**src/rtl/multdiv_ctrl.sv**
```systemverilog
`default_nettype none
// ============================================================================
// Module   : multdiv_ctrl
// Brief    : Sequencing controller for the shared multiply/divide unit.
//            Detects MULT/DIV in DX, latches the destination, fires a
//            one-cycle start pulse, waits for the unit with a timeout and
//            arbitrates the result (or a status code) onto the shared
//            register-file writeback port. Stalls DX while busy.
// Revision : 1.0 - initial release
// ============================================================================
module multdiv_ctrl #(
   parameter int MAX_CYCLES    = 40,
   parameter int MULT_EXC_CODE = 4,
   parameter int DIV_EXC_CODE  = 5,
   parameter int TIMEOUT_CODE  = 6
) (
   input  logic        clock,
   input  logic        reset,
   input  logic [31:0] dx_ir,
   input  logic        flush,
   output logic        md_issue,
   output logic        ctrl_MULT,
   output logic        ctrl_DIV,
   input  logic        result_rdy,
   input  logic [31:0] result,
   input  logic        result_exc,
   output logic        stall_dx,
   output logic        busy,
   output logic        wb_req,
   output logic [4:0]  wb_rd,
   output logic [31:0] wb_data,
   input  logic        wb_gnt
);

   localparam logic [4:0] c_ALU_MULT   = 5'd6;
   localparam logic [4:0] c_ALU_DIV    = 5'd7;
   localparam logic [4:0] c_REG_STATUS = 5'd30;
   localparam logic [5:0] c_CNT_LAST   = 6'(MAX_CYCLES - 1);

   typedef enum logic [1:0] {
      S_IDLE  = 2'd0,
      S_START = 2'd1,
      S_BUSY  = 2'd2,
      S_WB    = 2'd3
   } state_t;

   state_t      r_state;
   state_t      w_next_state;
   logic [5:0]  r_cnt;
   logic [4:0]  r_rd_pend;
   logic        r_op_div;
   logic        r_ctrl_mult;
   logic        r_ctrl_div;
   logic [4:0]  r_wb_rd;
   logic [31:0] r_wb_data;

   logic        w_is_md;
   logic        w_is_div;
   logic        w_hz;
   logic        w_issue;
   logic        w_cap_result;
   logic        w_cap_timeout;
   logic        w_unused;

   // Instruction bits that play no part in decode or hazard detection.
   assign w_unused = ^{dx_ir[11:7], dx_ir[1:0]};

   // Decode and conservative register hazard against the pending destination.
   always_comb begin
      w_is_md  = (dx_ir[31:27] == 5'd0) &&
                 (dx_ir[6:2] == c_ALU_MULT || dx_ir[6:2] == c_ALU_DIV);
      w_is_div = (dx_ir[6:2] == c_ALU_DIV);
      w_hz     = (r_rd_pend != 5'd0) &&
                 (dx_ir[26:22] == r_rd_pend ||
                  dx_ir[21:17] == r_rd_pend ||
                  dx_ir[16:12] == r_rd_pend);
   end

   // State register; reset drops any outstanding operation.
   always_ff @(posedge clock) begin
      if (reset) begin
         r_state <= S_IDLE;
      end else begin
         r_state <= w_next_state;
      end
   end

   // Next-state logic and the strobes that drive the datapath registers.
   always_comb begin
      w_next_state  = r_state;
      w_issue       = 1'b0;
      w_cap_result  = 1'b0;
      w_cap_timeout = 1'b0;
      case (r_state)
         S_IDLE: begin
            if (w_is_md && !flush) begin
               w_issue      = 1'b1;
               w_next_state = S_START;
            end
         end
         S_START: begin
            w_next_state = S_BUSY;
         end
         S_BUSY: begin
            // A result arriving on the final allowed cycle still wins.
            if (result_rdy) begin
               w_cap_result = 1'b1;
               w_next_state = S_WB;
            end else if (r_cnt == c_CNT_LAST) begin
               w_cap_timeout = 1'b1;
               w_next_state  = S_WB;
            end
         end
         S_WB: begin
            if (wb_gnt) begin
               w_next_state = S_IDLE;
            end
         end
         default: begin
            w_next_state = S_IDLE;
         end
      endcase
   end

   // Operand latch, start pulses, busy counter and writeback payload.
   always_ff @(posedge clock) begin
      if (reset) begin
         r_cnt       <= 6'd0;
         r_rd_pend   <= 5'd0;
         r_op_div    <= 1'b0;
         r_ctrl_mult <= 1'b0;
         r_ctrl_div  <= 1'b0;
         r_wb_rd     <= 5'd0;
         r_wb_data   <= 32'd0;
      end else begin
         // Pulse is registered at issue so it lands in the START cycle.
         r_ctrl_mult <= w_issue && !w_is_div;
         r_ctrl_div  <= w_issue && w_is_div;
         if (w_issue) begin
            r_rd_pend <= dx_ir[26:22];
            r_op_div  <= w_is_div;
         end
         if (r_state == S_START) begin
            r_cnt <= 6'd0;
         end else if (r_state == S_BUSY) begin
            r_cnt <= r_cnt + 6'd1;
         end
         if (w_cap_result) begin
            if (result_exc) begin
               r_wb_rd   <= c_REG_STATUS;
               r_wb_data <= r_op_div ? 32'(DIV_EXC_CODE) : 32'(MULT_EXC_CODE);
            end else begin
               r_wb_rd   <= r_rd_pend;
               r_wb_data <= result;
            end
         end else if (w_cap_timeout) begin
            r_wb_rd   <= c_REG_STATUS;
            r_wb_data <= 32'(TIMEOUT_CODE);
         end
      end
   end

   assign md_issue  = w_issue;
   assign ctrl_MULT = r_ctrl_mult;
   assign ctrl_DIV  = r_ctrl_div;
   assign busy      = (r_state != S_IDLE);
   assign wb_req    = (r_state == S_WB);
   assign wb_rd     = r_wb_rd;
   assign wb_data   = r_wb_data;
   assign stall_dx  = busy && (w_is_md || w_hz);

endmodule
`default_nettype wire

```
**config.mk**
```make
export PLATFORM = sky130hd
export DESIGN_NAME = multdiv_ctrl
export DESIGN_NICKNAME = d
export VERILOG_FILES = /design/src/rtl/multdiv_ctrl.sv
export SDC_FILE = /design/constraint.sdc
export NUM_CORES = 1
export LEC_CHECK = 0
export ABC_AREA = 1
export CORE_MARGIN = 2
export CORE_UTILIZATION = 35
export CTS_CLUSTER_DIAMETER = 40
export DETAILED_ROUTE_END_ITERATION = 7
export PLACE_DENSITY = 0.75
export SKIP_CTS_REPAIR_TIMING = 1
export SYNTH_ARGS = -nofsm -noshare
export SYNTH_HDL_FRONTEND = slang
export SYNTH_SLANG_ARGS = --single-unit
```
**constraint.sdc**
```tcl
create_clock -name clock -period 1.8 [get_ports clock]
set_clock_uncertainty 0.2 [all_clocks]
set_input_delay 0.36 -clock clock [delete_from_list [all_inputs] [get_ports clock]]
set_output_delay 0.36 -clock clock [all_outputs]
set_load 0.005 [all_outputs]
```
; ---- Word-level counts from Yosys, hierarchy flattened
; Index checks and enable logic that the tools add are counted.
[totals]
regBits = 53
[op_classes]
muxes = 19
n_eq_ne = 12
reduce_logical = 19
add_sub_neg = 1
[op_table]
columns = op, count
row1 = 32-bit 2-to-1 mux, 3
row2 = 5-bit == test, 3
row3 = 5-bit 2-to-1 mux, 3
row4 = "5-bit by 3-bit == test with 1-bit output, second input constant", 2
row5 = 1-bit 2-to-1 mux, 8
row6 = 2-bit 2-to-1 mux, 4
row7 = 2-bit case mux with 4 select lines, 1
row8 = "6-bit by 1-bit adder with 6-bit output, second input constant", 1
row9 = "6-bit == test, second input constant", 1
row10 = 1-bit logical AND, 6
row11 = 5-bit logical NOT, 1
row12 = 5-bit nonzero test, 1
row13 = "2-bit == test, second input constant", 2
row14 = 1-bit logical OR, 4
row15 = 2-bit nonzero test, 2
row16 = "3-bit != test, second input constant", 1
row17 = 3-bit AND reduction, 1
row18 = "2-bit by 1-bit == test with 1-bit output, second input constant", 1
row19 = 1-bit logical NOT, 2
row20 = 2-bit logical NOT, 1
row21 = "2-bit by 1-bit != test with 1-bit output, second input constant", 1
row22 = "2-bit != test, second input constant", 1
row23 = 2-bit OR reduction, 1

; ---- Longest topological paths before layout
; Gate-level depths: netlist of run 1.
[depth]
depth_word = 7
depth_mapped = 10
ltp_nobuf = 10

; ---- Least setup slack after synthesis of run 1
; Ideal clock, no wire load.
[synth_timing]
path_kind = register to register
from = register r_state[0]
to = register r_wb_data[10] (netlist: wb_data[10])
setup_ps = 143
required_ps = 1457
arrival_ps = 1281
setup_slack_ps = 176
path_stages_with_launch = 10
synth_period_minus_slack_ps = 1624
path_buffers = 2
path_cell_list = dfxtp_1 -> inv_1 -> ha_1 -> buf_2 -> inv_1 -> a21oi_4 -> inv_4 -> buf_12 -> nand2_2 -> a21oi_1
[synth_via]
elab_chain_len = 3
word_cells_on_any_way = 5
cone_classes = 1 x eq/ne / 3 x mux / 1 x reduce/logical
[synth_lines]
columns = item, line
row1 = start: declaration, 47  ; state_t r_state;
row2 = start signal: assignment, 84  ; r_state <= w_next_state;
row3 = 2-bit == test (*), 94  ; case (r_state)
row4 = 1-bit 2-to-1 mux, 94
row5 = 32-bit 2-to-1 mux or 2-bit nonzero test (tied branches), n/a
row6 = end signal: assignment, 151  ; r_wb_data <= r_op_div ? 32'(DIV_EXC_CODE) : 32'(MULT_EXC_CODE);
row7 = end signal: assignment, 154  ; r_wb_data <= result;
row8 = end signal: assignment, 158  ; r_wb_data <= 32'(TIMEOUT_CODE);
row9 = end: declaration, 55  ; logic [31:0] r_wb_data;
; Mark *: on every way between the ends. The rest lies on a longest branch, timed or not.
; A chain may end at the register's enable or synchronous reset.

; ---- Worst setup path in the final report of run 1
[layout_timing]
from = input dx_ir[24]
to = output stall_dx
[layout_via]
elab_chain_len = 6
[layout_lines]
columns = item, line
row1 = start: declaration, 19  ; input logic [31:0] dx_ir,
row2 = 5-bit == test, 74  ; (dx_ir[26:22] == r_rd_pend ||
row3 = 1-bit logical OR, 74
row4 = 1-bit logical OR, 75  ; dx_ir[21:17] == r_rd_pend ||
row5 = 1-bit logical AND, 73  ; w_hz = (r_rd_pend != 5'd0) &&
row6 = 1-bit logical OR, 170  ; assign stall_dx = busy && (w_is_md || w_hz);
row7 = 1-bit logical AND, 170
row8 = end: declaration, 27  ; output logic stall_dx,
; No other way between the ends.

==> results of run 1 <==
-- through the flow --
stage	setup TNS [ns]	instances	hold slack, ns	util [%]
after floorplan	0	343	0.240	-
after global placement	-3.13	555	0.249	55.1
after detailed placement	-4.42	555	0.254	55.1
after CTS	-1.95	563	0.269	56.8
after global routing	-0.428	567	0.176	59.3
final	-0.276	567	0.153	59.3
-- metal layers --
metal	track usage, %	wire length [µm]
met1	18.3	2870
met2	31.6	3520
met3	4.01	353
met4	5.51	140
met5	0	0
-- area by class of cell --
type                    instances  area (µm²)
fillers                       619        2780
clock inverters                 2        38.8
inverters                      35         139
clock buffers                   6        72.6
multi-input cells             241        1270
well taps                      96         120
flip-flops and latches         53        1080
repair buffers                134        1330
-- cells by family after synthesis --
| group | count (synthesis) |
|---|---|
| xor gates and xnor gates | 4 |
| buffers and inverters | 49 |
| DFF | 53 |
| adders and majority gates | 6 |
| AOI/OAI and AO/OA | 55 |
| and+or+nand+nor | 176 |
-- cell usage after synthesis, types with 2 or more instances --
master and number:
dfxtp_1 53, ha_1 6, buf_2 2, nor2_1 34, nand3_1 10, a21oi_1 34
clkbuf_1 5, nor2_4 2, nor3b_1 3, inv_1 34, nand2_1 97, buf_6 2
o21ai_0 13, buf_4 3, nand4_1 2, a21oi_2 7, xnor2_1 3, nor3_1 9
nand2_2 14
-- tightest hold or removal path, delay by kind of cell --
kind / cells / cell delay, ns
buffers and inverters: 1 / 0.12
and+or+nand+nor: 2 / 0.14
-- registers in the layout (all words and copies together) (netlist names) --
signal / flops
r_rd_pend: 5
ctrl_DIV: 1
ctrl_MULT: 1
wb_rd: 5
r_state: 2
r_op_div: 1
wb_data: 32
r_cnt: 6
-- where the power goes --
| part | switching (W) | total [W] | internal, W |
|---|---|---|---|
| clock network | 0.000382 | 0.000799 | 0.000418 |
| registers | 0.0000463 | 0.00130 | 0.00125 |
| logic | 0.000468 | 0.000993 | 0.000525 |
| total | 0.000896 | 0.00309 | 0.00220 |
-- how the worst max path moves through the flow --
stage | startpoint | endpoint | cells past startpoint
2_1_floorplan | r_state[0] | wb_data[10] | 9
3_3_place_gp | dx_ir[20] | stall_dx | 10
3_5_place_dp | dx_ir[26] | stall_dx | 10
4_1_cts | r_rd_pend[0] | stall_dx | 9
5_1_grt | r_rd_pend[4] | stall_dx | 9
6_report | dx_ir[24] | stall_dx | 7
==> metrics.csv, run 1 <==
metric,value,unit
status,finished with violations,
violations,negative setup slack,
power,0.00309,W
r2r-end,wb_rd[3],
placed_cell_area,0.00377,mm²
cp_data_arrival_time,1.52,ns
power_density,764,mW/mm²
antenna_cells,0,
numPortBuffers,105,
holdPathStages,3,
avgSynthCellArea,7.27,µm²
postRouteAntennaNets,0,
drt-vias-per-instance,4.57,
path_cells,clkdlybuf4s50_1 > xnor2_1 > nand3_1 > nand3_1 > nand2_1 > a21oi_2 > buf_2,
ys_ff_latch,53,
synth_top_area_cell,dfxtp_1,
pin_count,113,
start_util,36.5,%
yosys_warnings,0,
die-area,0.00782,mm²
drive_gt1_share,19.3,%
peakVddDrop,0.541,mV
gr-total-overflow,0,
synthFlopType,dfxtp_1,
tightest_slew,0.447,ns
crit_required,1.24,ns
clockBufferDepth,2,
cts_tree,yes,
synth-simple-area-share,31.2,%
clock-root-buffer,clkbuf_8,
drc,0,
final_cell_mix,"nand2_1, clkdlybuf4s50_1, dfxtp_1",
cp-start-kind,input pin,
cts_buffers,5,
design_area,0.00405,mm²
critical-path-top-delay-family,buffers and inverters,
critPathMaxFanout,2,
period_share,115,%
setup_viol,1,
wirelength,6880,µm
core,0.00683,mm²
fp.dieH,88.4,µm
synthArstFlopShare,0,%
finalWorstSetupSlack,-0.276,ns
final_common_cell,nand2_1,
ys_types,29,
areaGrowthSynthToFinish,62.4,%
gp_congestion,0.890,
holdPathEnd,r_rd_pend[3],
wl_per_cell,12.1,µm
synth_enable_flop_cells,0,
synth_area,0.00249,mm²
drv_cap,0,
slowest_delay,0.51,ns
synthTopCellsByArea,"dfxtp_1, nand2_1, a21oi_1",
die_w,88.4,µm
period_minus_slack,2.08,ns
ys_seq_area_share,42.5,%
rr_worst_depth,7,
grt_pass1_vias,2442,
hold_class,input pin to flop,
crit_type,input pin to primary output,
endpoint_kind,primary output,
clk_pin_slew,0.09,ns
report.final.slew_viol_count,0,
leakagePower,1.80,nW
fmax,482,MHz
synth-compound-area-share,12.5,%
synthAdderAreaFrac,3.01,%
max-slew-margin-rel,70.2,%
pre_cts_ws,-0.741,ns
syn_inst,343,
antenna_found_initial,0,
nNetsFinal,546,
htreeDepth,2,
vias,2593,
track_usage,16.7,%
finalHoldViolCount,0,
r2r_slack,0.12,ns
drtIter0Drc,54,
rows,30,
grt_start_max_net_pins,32,
worstSkewPairLatency,0.30,ns
syn_nets,419,
rsz0062_at_grt,yes,
dp.final_hpwl,4980,µm
yosys.area_share.xor_xnor,1.40,%
slowest_stage,clkdlybuf4s50_1,
hp-start,dx_ir[25],
crit_buf_inv,2,
synth_top_family_by_area,simple AND/OR/NAND/NOR gates,
cp_common_cell,nand3_1,
netlist.area_leader.share,42.5,%
muxShareOfSynthArea,0,%
grt_pass1_wl,10400,µm
cts.sinks,53,
dr.pass1.iters,4,
r2r_start,r_cnt[1],
No activity file was read; power rests on OpenSTA's default activity.
==> run 2: changes to the inputs <==
--- a/config.mk
+++ b/config.mk
@@ -7,11 +7,12 @@
 export LEC_CHECK = 0
 export ABC_AREA = 1
 export CORE_MARGIN = 2
-export CORE_UTILIZATION = 35
+export CORE_UTILIZATION = 42
 export CTS_CLUSTER_DIAMETER = 40
 export DETAILED_ROUTE_END_ITERATION = 7
-export PLACE_DENSITY = 0.75
+export PLACE_DENSITY = 0.87
 export SKIP_CTS_REPAIR_TIMING = 1
+export SLEW_MARGIN = 20
 export SYNTH_ARGS = -nofsm -noshare
 export SYNTH_HDL_FRONTEND = slang
 export SYNTH_SLANG_ARGS = --single-unit
==> metrics.csv, run 2 (synthesis gave the netlist of run 1 again) <==
metric,value,unit
violations,negative setup slack,
rsz0062_at_grt,yes,
track_usage,19.1,%
drc,0,
htreeDepth,2,
start_util,42.9,%
endpoint_kind,primary output,
gp_congestion,0.867,
postRouteAntennaNets,0,
rows,28,
finalWorstSetupSlack,-0.283,ns
setup_viol,1,
slowest_stage,dfxtp_2,
nNetsFinal,546,
period_share,116,%
vias,2597,
areaGrowthSynthToFinish,61.2,%
grt_pass1_vias,2452,
slowest_delay,0.35,ns
status,finished with violations,
peakVddDrop,0.531,mV
worstSkewPairLatency,0.30,ns
tightest_slew,0.419,ns
cts_buffers,5,
cp.depth,9,
pin_count,113,
numPortBuffers,105,
cp_common_cell,nand2_1,
critical-path-top-delay-family,simple AND/OR/NAND/NOR gates,
clk_pin_slew,0.10,ns
wl_per_cell,11.8,µm
report.final.slew_viol_count,0,
critPathLaunch,r_rd_pend[1],
largest_reg_flops,32,
final_common_cell,nand2_1,
power_density,737,mW/mm²
core,0.00582,mm²
drtIter0Drc,81,
cts_tree,yes,
final_cell_mix,"nand2_1, clkdlybuf4s50_1, dfxtp_1",
die-area,0.00657,mm²
crit_required,1.24,ns
antenna_found_initial,0,
wirelength,6470,µm
cp-start-kind,flop,
leakagePower,1.84,nW
clock-root-buffer,clkbuf_8,
cts.sinks,53,
drv_cap,0,
regArea,0.00107,mm²
clockBufferDepth,2,
r2r-end,wb_data[13],
crit_buf_inv,2,
die_w,81.1,µm
fillers,488,
fin_util,69.1,%
crit_type,flop to primary output,
placed_cell_area,0.00374,mm²
dr.pass1.iters,4,
antenna_cells,0,
critPathMaxFanout,4,
cp-endpoint,stall_dx,
period_minus_slack,2.08,ns
fmax,480,MHz
finalHoldViolCount,0,
dp.final_hpwl,4830,µm
cp_data_arrival_time,1.52,ns
path_cells,buf_4 > nand2_1 > nand2_1 > nor2_1 > nand3_1 > nand3_1 > nand2_1 > a21oi_2 > buf_2,
hold_class,input pin to flop,
grt_pass1_wl,10100,µm
rr_worst_depth,8,
drive_gt1_share,18.7,%
fp.dieH,81.1,µm
drt-vias-per-instance,4.76,
r2r_start,r_state[0],
design_area,0.00402,mm²
max-slew-margin-rel,72.1,%
multi_input_area,0.00126,mm²
gr-total-overflow,0,
grt_start_max_net_pins,32,
r2r_slack,0.12,ns
run 2: cell count changes in the layout (fill, tap and decap cells not counted), sizes merged:
| cell | change |
|---|---|
| dlymetal6s2s | +4 |
| clkdlybuf4s50 | -2 |
| buf | -1 |
| bufinv | -1 |
| clkbuf | -1 |
| clkinv | +1 |
run 2: metal layers:
metal | vias to the layer above | wire (µm) | GRT usage (%)
met5 | - | 0 | 0
met4 | 0 | 54 | 5.76
met3 | 6 | 348 | 4.11
met2 | 72 | 3380 | 36.1
met1 | 1196 | 2680 | 21.3
li1 | 1323 | - | -
run 2: worst min-delay path by stage:
stage,start,end,slack (ns),cells past startpoint
after floorplan,r_op_div,r_op_div,0.24,2
after global placement,wb_data[23],wb_data[23],0.25,2
after detailed placement,wb_data[23],wb_data[23],0.25,2
after CTS,wb_data[24],wb_data[24],0.27,2
after global routing,dx_ir[26],r_rd_pend[4],0.18,3
final,dx_ir[22],r_rd_pend[0],0.15,3
run 2: through the flow:
step           worst slack [ns]  instances  total power, W  setup TNS [ns]  hold slack [ns]
2_1_floorplan             0.176        343         0.00179               0            0.240
6_report                 -0.283        546         0.00296          -0.283            0.149
3_3_place_gp             -0.747        533         0.00222           -2.54            0.250
4_1_cts                  -0.794        541         0.00294           -2.15            0.266
3_5_place_dp             -0.777        533         0.00225           -3.08            0.254
5_1_grt                  -0.379        546         0.00315          -0.411            0.181
run 2: worst reg2reg max path: cells and delay by family, from the launching register on:
| kind | cells | cell delay, ns |
|---|---|---|
| flops | 1 | 0.33 |
| buf+inv | 3 | 0.43 |
| fa+ha+maj | 1 | 0.17 |
| simple gates | 3 | 0.36 |
| compound gates | 1 | 0.14 |
run 2: layout make-up:
type / instances / share of cell area (%)
repair buffers: 134 / 33.7
clock inverters: 2 / 0.342
multi-input cells: 241 / 31.5
flip-flops and latches: 53 / 26.7
well taps: 75 / 2.33
clock buffers: 6 / 2.05
inverters: 35 / 3.39
run 2: power by group:
group	internal [W]	switching (W)	leakage (nW)
Sequential	0.00126	0.0000446	0.432
Clock	0.000313	0.000385	0.0512
Combinational	0.000512	0.000449	1.36
